[src/rtl/ladybird_mem_arbiter.sv]
// Two-requester arbiter in front of the ladybird_mmu memory channel: load/store has
// priority, fetch is forced after MAX_STARVE back-to-back data grants, one transaction in flight.
module ladybird_mem_arbiter #(
  parameter int XLEN       = 32,
  parameter int MAX_STARVE = 4
) (
  input  logic            clk,
  input  logic            nrst,
  // instruction fetch port
  input  logic            i_valid,
  output logic            i_ready,
  input  logic [XLEN-1:0] i_addr,
  input  logic            i_flush,
  output logic            i_rvalid,
  output logic [XLEN-1:0] i_rdata,
  // load/store port
  input  logic            d_valid,
  output logic            d_ready,
  input  logic [XLEN-1:0] d_addr,
  input  logic [XLEN-1:0] d_data,
  input  logic            d_we,
  input  logic [2:0]      d_funct,
  output logic            d_rvalid,
  output logic [XLEN-1:0] d_rdata,
  // downstream (MMU) channel
  output logic            m_valid,
  input  logic            m_ready,
  output logic [XLEN-1:0] m_addr,
  output logic [XLEN-1:0] m_data,
  output logic            m_we,
  output logic [2:0]      m_funct,
  input  logic            m_rvalid,
  input  logic [XLEN-1:0] m_rdata,
  output logic            busy
);

  typedef enum logic [1:0] {
    IDLE   = 2'd0,
    BUSY_I = 2'd1,
    BUSY_D = 2'd2
  } state_t;

  localparam logic [3:0] STARVE_MAX = 4'(MAX_STARVE);
  localparam logic [2:0] FUNCT_WORD = 3'b010;

  state_t     state, state_nxt;
  logic [3:0] starve_cnt, starve_nxt;
  logic       drop, drop_nxt;

  logic sel_i, sel_d, i_acc, d_acc;

  // Fetch wins only when data is idle or data has used up its consecutive-grant allowance.
  assign sel_i = (state == IDLE) & i_valid & (~d_valid | (starve_cnt == STARVE_MAX));
  assign sel_d = (state == IDLE) & d_valid & ~sel_i;
  assign i_acc = sel_i & m_ready;
  assign d_acc = sel_d & m_ready;

  // NOTE: sequential state uses non-blocking assignments so every register samples
  // pre-edge values regardless of statement order.
  always_ff @(posedge clk) begin
    if (!nrst) begin
      state      <= IDLE;
      starve_cnt <= '0;
      drop       <= 1'b0;
    end else begin
      state      <= state_nxt;
      starve_cnt <= starve_nxt;
      drop       <= drop_nxt;
    end
  end

  // NOTE: every variable assigned in a combinational block gets a default first,
  // otherwise paths that skip an assignment infer latches.
  always_comb begin
    state_nxt  = state;
    drop_nxt   = drop;
    starve_nxt = starve_cnt;

    unique case (state)
      IDLE: begin
        drop_nxt = 1'b0;
        if (i_acc)      state_nxt = BUSY_I;
        else if (d_acc) state_nxt = BUSY_D;
      end
      BUSY_I: begin
        if (i_flush) drop_nxt = 1'b1;
        if (m_rvalid) begin
          state_nxt = IDLE;
          drop_nxt  = 1'b0;
        end
      end
      BUSY_D: begin
        if (m_rvalid) state_nxt = IDLE;
      end
      default: state_nxt = IDLE;
    endcase

    if (!i_valid || i_acc)
      starve_nxt = '0;
    else if (d_acc && (starve_cnt != STARVE_MAX))
      starve_nxt = starve_cnt + 4'd1;
  end

  always_comb begin
    m_valid  = sel_i | sel_d;
    m_addr   = '0;
    m_data   = '0;
    m_we     = 1'b0;
    m_funct  = 3'b000;
    i_ready  = i_acc;
    d_ready  = d_acc;
    i_rvalid = 1'b0;
    i_rdata  = '0;
    d_rvalid = 1'b0;
    d_rdata  = '0;
    busy     = (state != IDLE);

    if (sel_i) begin
      m_addr  = i_addr;
      m_funct = FUNCT_WORD;
    end else if (sel_d) begin
      m_addr  = d_addr;
      m_data  = d_data;
      m_we    = d_we;
      m_funct = d_funct;
    end

    // A flush landing on the response cycle itself also discards that response.
    if ((state == BUSY_I) && m_rvalid && !(drop || i_flush)) begin
      i_rvalid = 1'b1;
      i_rdata  = m_rdata;
    end
    if ((state == BUSY_D) && m_rvalid) begin
      d_rvalid = 1'b1;
      d_rdata  = m_rdata;
    end
  end

endmodule
[config.mk]
export PLATFORM = sky130hd
export DESIGN_NAME = ladybird_mem_arbiter
export DESIGN_NICKNAME = d
export VERILOG_FILES = /design/src/rtl/ladybird_mem_arbiter.sv
export SDC_FILE = /design/constraint.sdc
export NUM_CORES = 1
export LEC_CHECK = 0
export BUFFER_PORTS_ARGS = -buffer_cell sky130_fd_sc_hd__buf_2
export CORE_AREA = 2 2 108 110
export CTS_CLUSTER_SIZE = 25
export DETAILED_ROUTE_END_ITERATION = 7
export DIE_AREA = 0 0 110 112
export MAX_ROUTING_LAYER = met4
export SETUP_SLACK_MARGIN = 0.3
export SYNTH_ARGS = -nofsm -noshare
export SYNTH_HDL_FRONTEND = slang
export SYNTH_SLANG_ARGS = --single-unit
[constraint.sdc]
create_clock -name clk -period 2.3 [get_ports clk]
set_clock_uncertainty 0.2 [all_clocks]
set_input_delay 0.23 -clock clk [delete_from_list [all_inputs] [get_ports clk]]
set_output_delay 0.23 -clock clk [all_outputs]
set_load 0.02 [all_outputs]
==> reports/metrics.yaml <==
synthesis:
  synth_top_cell_area_share: 0.2789
  synth_nets: 360
  seq_area_frac_synth: 0.09054
  synth_area_mm2: 0.001548
  synth_edf_count: 0
  synth-main-ff-cell: "dfxtp_1"
  yosysMostFrequentCell: "and2_1"
  synth_area_leaders: "and2_1 28%, a22o_1 19%, and3_1 14%"
  ys_ff_latch: 7
  synth_area_leader_cell: "and2_1"
  avgSynthCellArea_um2: 7.165
  synth_cell_types: 35
  syn_inst: 216
  synth_common_cells: "69 x and2_1, 34 x and3_1, 33 x a22o_1"
  ys_warn_count: 0
  async_flop_share: 0
sta:
  max_freq_mhz: 444.3
  holdWs_ns: 0.06295
  setup_viol: 0
  tns_ns: 0
  drv_slew: 0
  worstMarginPinSlew_ns: 0.2917
  rsz0062_at_grt: "yes"
  post-route-period-util: 0.9785
  fin_crit_ns: 2.251
  slew_headroom: 0.8055
  timing_hold_violations_final: 0
critical_path:
  worst-path-max-fanout: 8
  crit_chain: "inv_2, ha_4, buf_4, nand3b_1, a21oi_4, buf_12, clkbuf_16, a22o_1, buf_6"
  crit_path_max_incr_delay_ns: 0.32
  required_ns: 1.87
  critPathBufInv: 5
  arrival_ns: 1.82
  critical_path_class: "reg2out"
  cpLargestDelayFamily: "buffers and inverters"
  end_kind: "primary output"
  cp_slowest_cell: "dfxtp_2"
  worstSetupStartpointType: "register"
pwr:
  power_density_mw_per_mm2: 547.1
  ir_drop_v: 0.0003015
  seqPwrFrac: 0.062
  p_sw_uw: 951.4
  p_leak_nw: 2.427
  clkPwrFrac: 0.126
  intPower_mw: 1.401
  switching_share: 0.4044
  combPwrFrac: 0.811
layout:
  multi_input_area_mm2: 0.001430
  num-nets-final: 652
  final_layout_size_suffix_gt1_frac: 0.7179
  seq_area_um2: 145.1
  fill_cells: 1116
  final_area_mm2: 0.004300
  area_delta_synth_final_pct: 177.8
  final_util: 0.3848
  antenna_cells: 0
grt:
  overflow: 0
  antenna_found_initial: 1
  grt_pass1_wl_um: 12390
  use_met3: 0.01230
  grt.total_usage: 0.1276
  grt_pass1_vias: 2499
  use_met2: 0.2278
  top_usage_layer: "met2"
  grtUsageMet1: 0.1594
  grt_max_degree: 37
routing:
  wl_per_cell_um: 14.98
  viasPerCell: 4.355
  wl_um: 9736
  drcViolationCount: 0
  route.vias.total: 2831
  ant_nets: 0
  drt-initial-drc-count: 124
  drtPass1Iterations: 4
flow_run:
  cap_violations: 0
placed_design:
  hpwlAfterDp_um: 6001
  placed_area_mm2: 0.003085
  gp_congestion: 0.8470
  port_buffers: 276
min_path:
  hold_path.class: "in2reg"
floorplanning:
  die_area_mm2: 0.01232
  die_x_um: 110
  rows: 39
  start_util: 0.1385
  io_pins: 277
  dieHeight_um: 112
  core-area_mm2: 0.01117
clock_tree:
  clock-root-buffer: "clkbuf_16"
  cts.sinks: 7
  numCtsBuffers: 3
  path_clk_slew_ns: 0.04
  cts_tree: "done"
  cts_max_path_buffers: 2
  cts_hold_buffers: 0
  htreeDepth: 1
  clk_latency_ns: 0.23
run_status:
  outcome: "completed"
## state kept, by name, summed over array words and instances, names as in the netlist
name,flops
state,2
drop,1
starve_cnt,4
## worst paths after layout
kind                               startpoint             to  slack [ns]  cells after the start
worst max-delay path            starve_cnt[1]      m_addr[9]        0.05                      9
worst min-delay path                  m_ready       state[1]        0.06                      2
worst max register to register  starve_cnt[1]       state[0]        0.35                      9
worst min register to register  starve_cnt[2]  starve_cnt[2]        0.34                      2
## routing by layer
metal	vias to the layer above	wire (um)
li1	1361	-
met2	156	5000
met4	0	55
met1	1307	3881
met3	7	798
met5	-	0
## worst reg2reg max path, stage by stage (launching register included)
cell      delay [ns]
dfxtp_2         0.32
inv_2           0.07
ha_4            0.13
buf_4           0.10
nand3b_1        0.15
buf_4           0.19
buf_6           0.12
a211oi_4        0.24
buf_4           0.19
o221a_2         0.18
## power by group through the flow
stage	clock network, mW	logic (mW)	registers (mW)
after floorplan	0	0.737	0.139
after CTS	0.304	1.63	0.139
final	0.297	1.91	0.147
after detailed placement	0	1.15	0.141
after global placement	0	1.16	0.140
after global routing	0.310	2.02	0.148
## layout make-up
type,instances,share of cell area
Inverter,7,0.006692
Timing Repair Buffer,309,0.5671
Multi-Input combinational cell,180,0.3326
Sequential cell,7,0.03375
Clock buffer,4,0.01833
Tap cell,143,0.04161
## kinds of logic after synthesis
family / synth area share
buffers and inverters: 0.08974
DFF: 0.09054
and+or+nand+nor: 0.4980
AOI/OAI and AO/OA: 0.2813
adders and majority gates: 0.04042
## cell usage in the layout, fill, tap and decap left out, types with 6 or more instances in the layout
cell and instances:
buf_2 190, buf_6 71, and2_1 39, and3_1 34, a22o_1 32, and2_4 30, buf_4 27, buf_12 9
clkbuf_16 8, o21ai_0 6, buf_16 6
## metrics by stage
stage	cells	power [mW]	setup slack, ns
2_1_floorplan	216	0.8761	0.3061
3_3_place_gp	621	1.296	0.2661
3_5_place_dp	621	1.295	0.2424
4_1_cts	641	2.072	0.05892
5_1_grt	650	2.481	-0.004465
6_report	650	2.353	0.04938
## timing repair
| item | 4_1_cts | 5_1_grt |
|---|---|---|
| pin swaps | 24 | 20 |
| cloned | 6 | 6 |
| gates resized for setup | 125 | 94 |
| setup buffers | 10 | 3 |
| setup endpoints to repair | 133 | 135 |
(Power assumes the default switching activity.)
